<file path="config.mk">
export PLATFORM = sky130hd
export DESIGN_NAME = sram_sp_masked
export DESIGN_NICKNAME = d
export VERILOG_FILES = /design/src/rtl/sram_pkg.sv /design/src/rtl/sram_init_seq.sv /design/src/rtl/sram_sp_masked.sv
export SDC_FILE = /design/constraint.sdc
export NUM_CORES = 2
export LEC_CHECK = 0
export BUFFER_PORTS_ARGS = -buffer_cell sky130_fd_sc_hd__buf_2
export CORE_MARGIN = 4
export CORE_UTILIZATION = 49
export CTS_CLUSTER_SIZE = 24
export DETAILED_ROUTE_END_ITERATION = 16
export PLACE_DENSITY = 0.67
export SYNTH_ARGS = -nofsm -noshare
export SYNTH_HDL_FRONTEND = slang
export SYNTH_HIERARCHICAL = 1
export SYNTH_SLANG_ARGS = --single-unit
</file>
<file path="constraint.sdc">
create_clock -name RW0_clk -period 4.33 [get_ports RW0_clk]
set_input_delay 0.2165 -clock RW0_clk [delete_from_list [all_inputs] [get_ports RW0_clk]]
set_output_delay 0.2165 -clock RW0_clk [all_outputs]
set_load 0.05 [all_outputs]
</file>
<file path="src/rtl/sram_pkg.sv">
// -----------------------------------------------------------------------------
// sram_pkg
// Shared definitions for the masked single-port SRAM wrapper:
//   - init_state_t : clear-sequencer FSM states (ST_INIT, ST_IDLE)
//   - calc_addr_w  : address width from depth, never below 1 bit
//   - seg_parity   : even-parity bit of one mask segment (zero-padded input)
//   - read_lat_ok / mask_gran_ok / depth_ok : parameter legality predicates,
//     evaluated by the top at elaboration time
// -----------------------------------------------------------------------------
package sram_pkg;

   typedef enum logic {
      ST_INIT = 1'b0,
      ST_IDLE = 1'b1
   } init_state_t;

   // Widest segment the parity helper accepts; segments are zero-extended to it.
   localparam int PAR_MAX_GRAN = 1024;

   function automatic int calc_addr_w(input int depth);
      return (depth > 1) ? $clog2(depth) : 1;
   endfunction

   // Even parity: the stored bit makes the total count of ones even.
   function automatic logic seg_parity(input logic [PAR_MAX_GRAN-1:0] seg);
      return ^seg;
   endfunction

   function automatic bit read_lat_ok(input int lat);
      return (lat == 1) || (lat == 2);
   endfunction

   function automatic bit mask_gran_ok(input int width, input int gran);
      return (gran > 0) && (gran <= PAR_MAX_GRAN) && (width >= gran) && ((width % gran) == 0);
   endfunction

   function automatic bit depth_ok(input int depth);
      return depth >= 2;
   endfunction

endpackage

</file>
<file path="src/rtl/sram_init_seq.sv">
// -----------------------------------------------------------------------------
// sram_init_seq
// Post-reset clear sequencer. After reset it walks every address once
// (exactly DEPTH cycles in ST_INIT), then parks in ST_IDLE until the next reset.
// Ports:
//   clk, rst     : clock, asynchronous active-high reset
//   init_active  : 1 while the clear walk is writing init_addr
//   init_addr    : address being cleared this cycle
//   RW0_ready    : 1 once the array is cleared (ST_IDLE)
//   state        : current FSM state, exposed for observation
// -----------------------------------------------------------------------------
module sram_init_seq
   import sram_pkg::*;
#(
   parameter int DEPTH  = 64,
   parameter int ADDR_W = calc_addr_w(DEPTH)
) (
   input  logic              clk,
   input  logic              rst,
   output logic              init_active,
   output logic [ADDR_W-1:0] init_addr,
   output logic              RW0_ready,
   output init_state_t       state
);

   localparam logic [ADDR_W-1:0] LAST_ADDR = ADDR_W'(DEPTH - 1);

   init_state_t       state_next;
   logic [ADDR_W-1:0] cnt;
   logic [ADDR_W-1:0] cnt_next;

   // State register
   always_ff @(posedge clk or posedge rst) begin
      if (rst) begin
         state <= ST_INIT;
         cnt   <= '0;
      end else begin
         state <= state_next;
         cnt   <= cnt_next;
      end
   end

   // Next-state logic: the last clear write happens in the cycle cnt==LAST_ADDR,
   // and the move to ST_IDLE takes effect on that same edge.
   always_comb begin
      state_next = state;
      cnt_next   = cnt;
      case (state)
         ST_INIT: begin
            if (cnt == LAST_ADDR) begin
               state_next = ST_IDLE;
            end else begin
               cnt_next = cnt + ADDR_W'(1);
            end
         end
         ST_IDLE: begin
            state_next = ST_IDLE;
         end
         default: begin
            state_next = ST_INIT;
         end
      endcase
   end

   // Outputs
   always_comb begin
      init_active = (state == ST_INIT);
      init_addr   = cnt;
      RW0_ready   = (state == ST_IDLE);
   end

endmodule

</file>
<file path="src/rtl/sram_sp_masked.sv">
// -----------------------------------------------------------------------------
// sram_sp_masked
// Parametrised single-port synchronous SRAM with per-segment write mask,
// read latency of 1 or 2 cycles, read-valid strobe and a post-reset clear.
// Optional feature macro: SRAM_PARITY_EN (one even-parity bit per segment,
// checked on read and reported on RW0_perr alongside RW0_rvalid).
// Ports:
//   RW0_clk, RW0_reset : clock, asynchronous active-high reset
//   RW0_addr           : word address
//   RW0_en, RW0_wmode  : request strobe; wmode 1 = write, 0 = read
//   RW0_wmask          : per-segment write enable
//   RW0_wdata          : write data
//   RW0_ready          : array cleared, requests accepted
//   RW0_rdata          : read data, holds last delivered value
//   RW0_rvalid         : one-cycle strobe for new RW0_rdata
//   RW0_perr           : parity mismatch on the delivered word
// -----------------------------------------------------------------------------
module sram_sp_masked
   import sram_pkg::*;
#(
   parameter int  DEPTH     = 64,
   parameter int  WIDTH     = 50,
   parameter int  MASK_GRAN = 50,
   parameter int  READ_LAT  = 1,
   localparam int ADDR_W    = calc_addr_w(DEPTH),
   localparam int MASK_SEG  = WIDTH / MASK_GRAN
) (
   input  logic                RW0_clk,
   input  logic                RW0_reset,
   input  logic [ADDR_W-1:0]   RW0_addr,
   input  logic                RW0_en,
   input  logic                RW0_wmode,
   input  logic [MASK_SEG-1:0] RW0_wmask,
   input  logic [WIDTH-1:0]    RW0_wdata,
   output logic                RW0_ready,
   output logic [WIDTH-1:0]    RW0_rdata,
   output logic                RW0_rvalid,
   output logic                RW0_perr
);

   if (!read_lat_ok(READ_LAT)) begin : g_chk_lat
      $error("sram_sp_masked: READ_LAT must be 1 or 2");
   end
   if (!mask_gran_ok(WIDTH, MASK_GRAN)) begin : g_chk_gran
      $error("sram_sp_masked: WIDTH must be a positive multiple of MASK_GRAN");
   end
   if (!depth_ok(DEPTH)) begin : g_chk_depth
      $error("sram_sp_masked: DEPTH must be at least 2");
   end

   localparam logic [ADDR_W:0] DEPTH_V = (ADDR_W + 1)'(DEPTH);

   // ---------------------------------------------------------------- clear FSM
   logic              init_active;
   logic [ADDR_W-1:0] init_addr;
   init_state_t       init_state;

   sram_init_seq #(
      .DEPTH  (DEPTH),
      .ADDR_W (ADDR_W)
   ) u_init_seq (
      .clk         (RW0_clk),
      .rst         (RW0_reset),
      .init_active (init_active),
      .init_addr   (init_addr),
      .RW0_ready   (RW0_ready),
      .state       (init_state)
   );

   // ---------------------------------------------------------- request decode
   logic accept;
   logic addr_ok;
   logic wr_req;
   logic rd_req;

   // Requests during the clear walk are dropped entirely.
   assign accept  = RW0_en && (init_state == ST_IDLE);
   // Only reachable as false for non-power-of-2 depths.
   assign addr_ok = ({1'b0, RW0_addr} < DEPTH_V);
   assign wr_req  = accept && RW0_wmode && addr_ok;
   assign rd_req  = accept && !RW0_wmode;

   // ----------------------------------------------------------------- storage
   logic [WIDTH-1:0] mem_data [DEPTH];
   logic [WIDTH-1:0] rd_word;
   logic             rd_perr;

   always_ff @(posedge RW0_clk) begin
      if (init_active) begin
         mem_data[init_addr] <= '0;
      end else if (wr_req) begin
         for (int i = 0; i < MASK_SEG; i++) begin
            if (RW0_wmask[i]) begin
               mem_data[RW0_addr][i*MASK_GRAN +: MASK_GRAN] <= RW0_wdata[i*MASK_GRAN +: MASK_GRAN];
            end
         end
      end
   end

   // Out-of-range reads deliver zero rather than whatever the array returns.
   assign rd_word = addr_ok ? mem_data[RW0_addr] : '0;

`ifdef SRAM_PARITY_EN
   logic [MASK_SEG-1:0] mem_par [DEPTH];
   logic [MASK_SEG-1:0] wpar;
   logic [MASK_SEG-1:0] rpar_calc;
   logic [MASK_SEG-1:0] rpar_stored;

   always_comb begin
      wpar      = '0;
      rpar_calc = '0;
      for (int i = 0; i < MASK_SEG; i++) begin
         wpar[i]      = seg_parity(PAR_MAX_GRAN'(RW0_wdata[i*MASK_GRAN +: MASK_GRAN]));
         rpar_calc[i] = seg_parity(PAR_MAX_GRAN'(rd_word[i*MASK_GRAN +: MASK_GRAN]));
      end
   end

   // Parity of an all-zero segment is 0, so the clear walk stores zeros.
   always_ff @(posedge RW0_clk) begin
      if (init_active) begin
         mem_par[init_addr] <= '0;
      end else if (wr_req) begin
         for (int i = 0; i < MASK_SEG; i++) begin
            if (RW0_wmask[i]) begin
               mem_par[RW0_addr][i] <= wpar[i];
            end
         end
      end
   end

   assign rpar_stored = addr_ok ? mem_par[RW0_addr] : '0;
   assign rd_perr     = |(rpar_calc ^ rpar_stored);
`else
   assign rd_perr = 1'b0;
`endif

   // ------------------------------------------------------------ read pipeline
   // Stage 1 captures the array word on the request edge, so a write in the
   // previous cycle is already visible (write-first across cycles).
   logic             s1_valid;
   logic             s1_perr;
   logic [WIDTH-1:0] s1_data;

   always_ff @(posedge RW0_clk or posedge RW0_reset) begin
      if (RW0_reset) begin
         s1_valid <= 1'b0;
         s1_perr  <= 1'b0;
         s1_data  <= '0;
      end else begin
         s1_valid <= rd_req;
         if (rd_req) begin
            s1_data <= rd_word;
            s1_perr <= rd_perr;
         end
      end
   end

   logic out_perr;

   if (READ_LAT == 2) begin : g_lat2
      logic             s2_valid;
      logic             s2_perr;
      logic [WIDTH-1:0] s2_data;

      always_ff @(posedge RW0_clk or posedge RW0_reset) begin
         if (RW0_reset) begin
            s2_valid <= 1'b0;
            s2_perr  <= 1'b0;
            s2_data  <= '0;
         end else begin
            s2_valid <= s1_valid;
            if (s1_valid) begin
               s2_data <= s1_data;
               s2_perr <= s1_perr;
            end
         end
      end

      assign RW0_rvalid = s2_valid;
      assign RW0_rdata  = s2_data;
      assign out_perr   = s2_perr;
   end else begin : g_lat1
      assign RW0_rvalid = s1_valid;
      assign RW0_rdata  = s1_data;
      assign out_perr   = s1_perr;
   end

   // Error flag is only meaningful alongside the valid strobe.
   assign RW0_perr = RW0_rvalid && out_perr;

endmodule
</file>
# After elaboration in Yosys (flattened, before gate mapping)
# Memories as Yosys holds them, arrays and structs flattened. A register that Yosys moved wholly into a read port is not among the register bits.
# Cells that the tools add are included.
[word_totals]
elab_cells = 24
ff_bits = 8
memories = 1
rom_bits = 0
output_inout_bits = 53
inputBits = 61
ramBits = 3200
latch_bits = 0
[op_classes]
n_addsub = 1
multipliers = 0
div_mod_pow = 0
bitwise = 2
muxes = 10
shift = 0
eq_ne = 1
reduce_logical = 6
order_cmp = 0
[mem_list]
columns = ["name", "depth", "width", "rd", "rd_clocked_by_memory_dff", "write_ports", "line", "source"]
rows = [
  ["mem_data", 64, 50, 1, 1, 1, "sram_sp_masked.sv:84", "logic [WIDTH-1:0] mem_data [DEPTH];"],
]
[ops]
columns = ["op", "count"]
rows = [
  ["50-bit 2-to-1 mux", 1],
  ["50-bit OR reduction", 1],
  ["1-bit 2-to-1 mux", 7],
  ["6-bit by 1-bit adder with 6-bit output, second input constant", 1],
  ["6-bit equality test, second input constant", 1],
  ["6-bit 2-to-1 mux", 1],
  ["1-bit logical AND", 3],
  ["1-bit NOT", 2],
  ["1-bit one-hot mux with 2 select lines", 1],
  ["2-bit AND reduction", 1],
  ["1-bit zero test", 1],
]

# Depth between registers and ports, before layout
[depth]
depth_word = 7
mapped_depth = 11

# By module
# The synthesis kept the hierarchy.
[modules_own_cells]
columns = ["module", "n_inst", "area_each_um2", "seq_area_each_um2", "cells_per_inst"]
rows = [
  ["sram_sp_masked", 1, 123387.1, 97368.4, 5699],
  ["sram_init_seq", 1, 362.8, 175.2, 32],
]

# Worst setup path before layout
# OpenSTA, ideal clock, no wires.
[synth_path]
path_kind = "register to register"
start = "reg u_init_seq.state (netlist: u_init_seq/RW0_ready)"
end = "mem mem_data[32][0], enable pin"
setup_slack_ns = -0.519
arrival_ns = 4.391
path_buffers = 3
synth_period_minus_slack_ns = 4.849
stages_incl_launch_ff = 9
path_cell_list = "dfrtp_1 buf_4 nand2_1 or3_1 clkbuf_1 buf_1 o22ai_1 nand2_1 nor2_1"
[synth_between]
elab_chain_len = 7
elab_cells_between_ends = 9
cone_classes = "mux: 6; reduce/logical: 3"
[synth_lines]
columns = ["item", "line", "source"]
rows = [
  ["from (decl)", "sram_init_seq.sv:23", "output init_state_t state"],
  ["from (signal assigned)", "sram_init_seq.sv:38", "state <= state_next;"],
  ["1-bit logical AND", "sram_sp_masked.sv:77", "assign accept = RW0_en && (init_state == ST_IDLE);"],
  ["1-bit logical AND", "sram_sp_masked.sv:80", "assign wr_req = accept && RW0_wmode && addr_ok;"],
  ["1-bit 2-to-1 mux", "sram_sp_masked.sv:91", "end else if (wr_req) begin"],
  ["1-bit 2-to-1 mux", "sram_sp_masked.sv:89", "if (init_active) begin"],
  ["1-bit 2-to-1 mux (implied by the code)", "sram_sp_masked.sv:94", "mem_data[RW0_addr][i*MASK_GRAN +: MASK_GRAN] <= RW0_wdata[i*MASK_GRAN +: MASK_GRAN];"],
  ["50-bit OR reduction (no line)", "--", ""],
  ["6-bit 2-to-1 mux (no line) / 1-bit 2-to-1 mux (equally long branches)", "--", ""],
  ["to (decl)", "sram_sp_masked.sv:84", ""],
]
# Several ways; a longest one is shown, not always the timed one.

# Final worst setup path
[layout_path]
start = "reg u_init_seq.state (netlist: u_init_seq/RW0_ready)"
end = "mem mem_data[42][2], enable pin"
# The elaborated chain is that of the path after synthesis.

==> flow_metrics.env <==
export IMPL_synth_distinct_cells=49
export IMPL_synth_area_leader_cell="edfxtp_1"
export IMPL_first_global_vias=60730
export IMPL_synth_area_leaders="edfxtp_1 78%, mux4_2 11%, mux2_2 2.8%, o22ai_1 1.5%, dfrtp_1 1.2%"
export IMPL_synthMuxAreaShare=0.138
export IMPL_top_layer_used="met5"
export IMPL_timing_setup_tns_ns=0
export IMPL_drt_iter0_markers=7951
export IMPL_fp_row_count=184
export IMPL_pwr_share_clk=0.436
export IMPL_setup_violations=0
export IMPL_drc=0
export IMPL_p_leak_nw=35.9
export IMPL_synth_edf_count=3200
export IMPL_antenna_left=0
export IMPL_p_int_mw=50.5
export IMPL_power_switching_mw=12.3
export IMPL_wl_mm=307
export IMPL_comb_power_share=0.021
export IMPL_pwr_share_seq=0.543
export IMPL_drive_above_1_share=0.291
export IMPL_rsz0062_at_grt="false"
export IMPL_yosys_area_share_simple=0.0246
export IMPL_dieHeight_um=511
export IMPL_crit_path_start_kind="flop"
export IMPL_final_period_utilization=0.811
export IMPL_start_util=0.492
export IMPL_synthFlopType="edfxtp_1"
export IMPL_cp_end_kind="flop"
export IMPL_avgSynthCellArea_um2=21.6
export IMPL_synth_top_area_share=0.777
export IMPL_htree_levels=5
export IMPL_yosysSeqAreaShare=0.788
export IMPL_via_count=61193
export IMPL_nNetsFinal=6194
export IMPL_synthCells=5731
export IMPL_seqCellArea_um2=97500
export IMPL_cts_tree="yes"
export IMPL_dr_pass1_iters=5
export IMPL_clock_path_buffers=4
export IMPL_grt_max_degree=114
export IMPL_required_ns=4.94
export IMPL_pin_count=114
export IMPL_crit_path_max_fanout=24
export IMPL_peakVddDrop_mv=0.497
export IMPL_synth_compound_area_share=0.0371
export IMPL_syn_area_um2=124000
export IMPL_period_needed_ns=3.51
export IMPL_synth_common_cells="3,200 x edfxtp_1, 599 x mux4_2, 305 x mux2_2, 298 x o22ai_1, 221 x nor2_1"
export IMPL_grt_overflow_total=0
export IMPL_tightestPinTransition_ns=1.05
export IMPL_synth_top_family_by_area="multiplexers"
export IMPL_switching_share=0.195
export IMPL_run_status="complete, but fails checks"
export IMPL_clk_pin_slew_worst_paths_ns=0.07
export IMPL_synth_fa_ha_area_frac=0.000101
export IMPL_yosysMostFrequentCell="edfxtp_1"
export IMPL_fmax_ghz=0.285
export IMPL_ys_warn_count=6
export IMPL_clk_latency_ns=0.95
export IMPL_whs_ns=-0.0000194
export IMPL_slew_violations=0
export IMPL_track_usage=0.236
export IMPL_finalHoldViolations=1
export IMPL_antenna_found_initial=13
export IMPL_wire_per_inst_um=31.5
export IMPL_vias_per_cell=6.28
export IMPL_portBuffers=112
export IMPL_fillCellCount=18175
export IMPL_met2_length_mm=148
export IMPL_route_met3_wl_mm=26.9
export IMPL_die_w_um=511
export IMPL_failed_checks="negative hold slack"
export IMPL_hp_class="input pin to flop"
export IMPL_cts_buffers_inserted=335
export IMPL_place_congestion=0.832
export IMPL_cts_root_buffer="clkbuf_16"
export IMPL_grt_pass1_wl_mm=445
export IMPL_timing_max_slew_rel_slack=0.299
export IMPL_multi_input_area_um2=25300
export IMPL_async_flop_share=0.0178
export IMPL_area_growth_pct=14.6
export IMPL_wl_met1_mm=125
export IMPL_cts_sinks=3258
export IMPL_skew_ns=0.0476
export IMPL_power_density_nw_per_um2=443
export IMPL_fp_coreArea_um2=251000
export IMPL_worstPathArrival_ns=4.12
export IMPL_dieArea_um2=261000
export IMPL_max_cap_violations=0
export IMPL_dp_hpwl_mm=179
export IMPL_final_core_util=0.564
export IMPL_synth_xor_area_frac=0.0000708
export IMPL_ctsResizeCount=0
export IMPL_critPathKind="flop to flop"
export IMPL_synth_seq_cells=3258
export IMPL_syn_nets=5793
[cells in the final DEF, fill, tap and decap left out, types with 8 or more instances in the layout]
cell           synthesis  layout
edfxtp_1            3200    3200
buf_2                 76     109
nor4_1                99      99
o22ai_1              298     298
mux4_2               599     599
mux2_2               305     305
nor2b_1              104     104
and2_2                 0      42
nor2_1               221     154
o31a_1                49      49
a22o_1                50      50
clkbuf_1             207      88
clkinv_1               0      60
diode_2                0      16
nor3_1                56      55
clkbuf_8               0      13
a211oi_1             101     101
dlygate4sd3_1          0      29
dfrtp_1               58      58
nor2_4                 0      67
buf_4                 14     144
buf_12                 0     121
clkinv_2               0      48
nand2_1               29      25
mux2i_1                9       9
clkbuf_16              0     343
a221o_1               99      99
bufinv_16              0      21
and2_4                 0       8
[stage by stage]
step                cells  worst slack, ns  area, um^2  power, mW
floorplan            5731           -0.519      124000       35.6
global route         9739            0.724      142000       64.6
detailed placement   9114            0.903      131000       36.1
finish               9746            0.820      142000       62.8
CTS                  9730            0.862      142000       63.2
global placement     9114            0.930      131000       36.1
[cells by family (layout without fill, tap and decap cells)]
kind of cell | after synthesis | in the layout
mux | 914 | 914
xor+xnor | 1 | 1
other cells | 1 | 17
buf+inv | 349 | 1000
fa+ha+maj | 1 | 1
flops | 3258 | 3258
simple gates | 596 | 596
compound gates | 611 | 611
[per-layer routing]
layer  up-vias  global-route usage
li1      25049                   -
met1     32691               0.347
met2      2997               0.370
met3       452              0.0426
met4         4              0.0600
met5         -                   0
[timing repair]
item                                   in CTS  in global routing
buffers inserted                            0                  0
endpoints found under the hold margin     936                  0
hold buffers                               29                  0
[sequential cells by signal (all words and copies together), names as in the netlist]
| signal | count |
|---|---|
| RW0_rdata | 50 |
| u_init_seq/RW0_ready | 1 |
| mem_data | 3200 |
| RW0_rvalid | 1 |
| u_init_seq/init_addr | 6 |
[critical path, stage by stage, from the launching register on]
cell     delay [ns]
dfrtp_1        0.49
inv_1          0.13
or3_1          0.50
buf_4          0.25
o22ai_1        0.37
nand2_1        0.47
nor2_4         0.64
buf_12         0.28
[path summary, 6_finish.rpt]
kind / startpoint / to / slack [ns] / depth (start not counted)
worst min-delay path: RW0_wdata[9] / mem_data[55][9]$_DFFE_PP_ / -0.00002 / 2
min in group asynchronous: RW0_reset / RW0_rdata[20]$_DFFE_PP0P_ / 0.31 / 4
max in group asynchronous: RW0_reset / RW0_rdata[4]$_DFFE_PP0P_ / 2.97 / 5
worst min register to register: RW0_rdata[41]$_DFFE_PP0P_ / RW0_rdata[41]$_DFFE_PP0P_ / 0.52 / 1
worst max-delay path: u_init_seq/RW0_ready$_DFF_PP0_ / mem_data[42][2]$_DFFE_PP_ / 0.82 / 7
worst max register to register: u_init_seq/RW0_ready$_DFF_PP0_ / mem_data[42][2]$_DFFE_PP_ / 0.82 / 7
[power groups by stage]
stage,clock network (mW),registers [mW],logic (mW)
after global placement,0,34.8,1.31
after global routing,29.2,34.1,1.39
after CTS,27.8,34.1,1.33
final,27.4,34.1,1.32
after floorplan,0,34.8,0.848
after detailed placement,0,34.8,1.31
[layout make-up]
class	instances	share of cell area
Tap cell	3348	0.0295
Clock inverter	143	0.00859
Sequential cell	3258	0.688
Inverter	8	0.000221
Antenna cell	16	0.000282
Timing Repair Buffer	405	0.0308
Multi-Input combinational cell	2124	0.179
Clock buffer	444	0.0641
(Power assumes the default switching activity.)
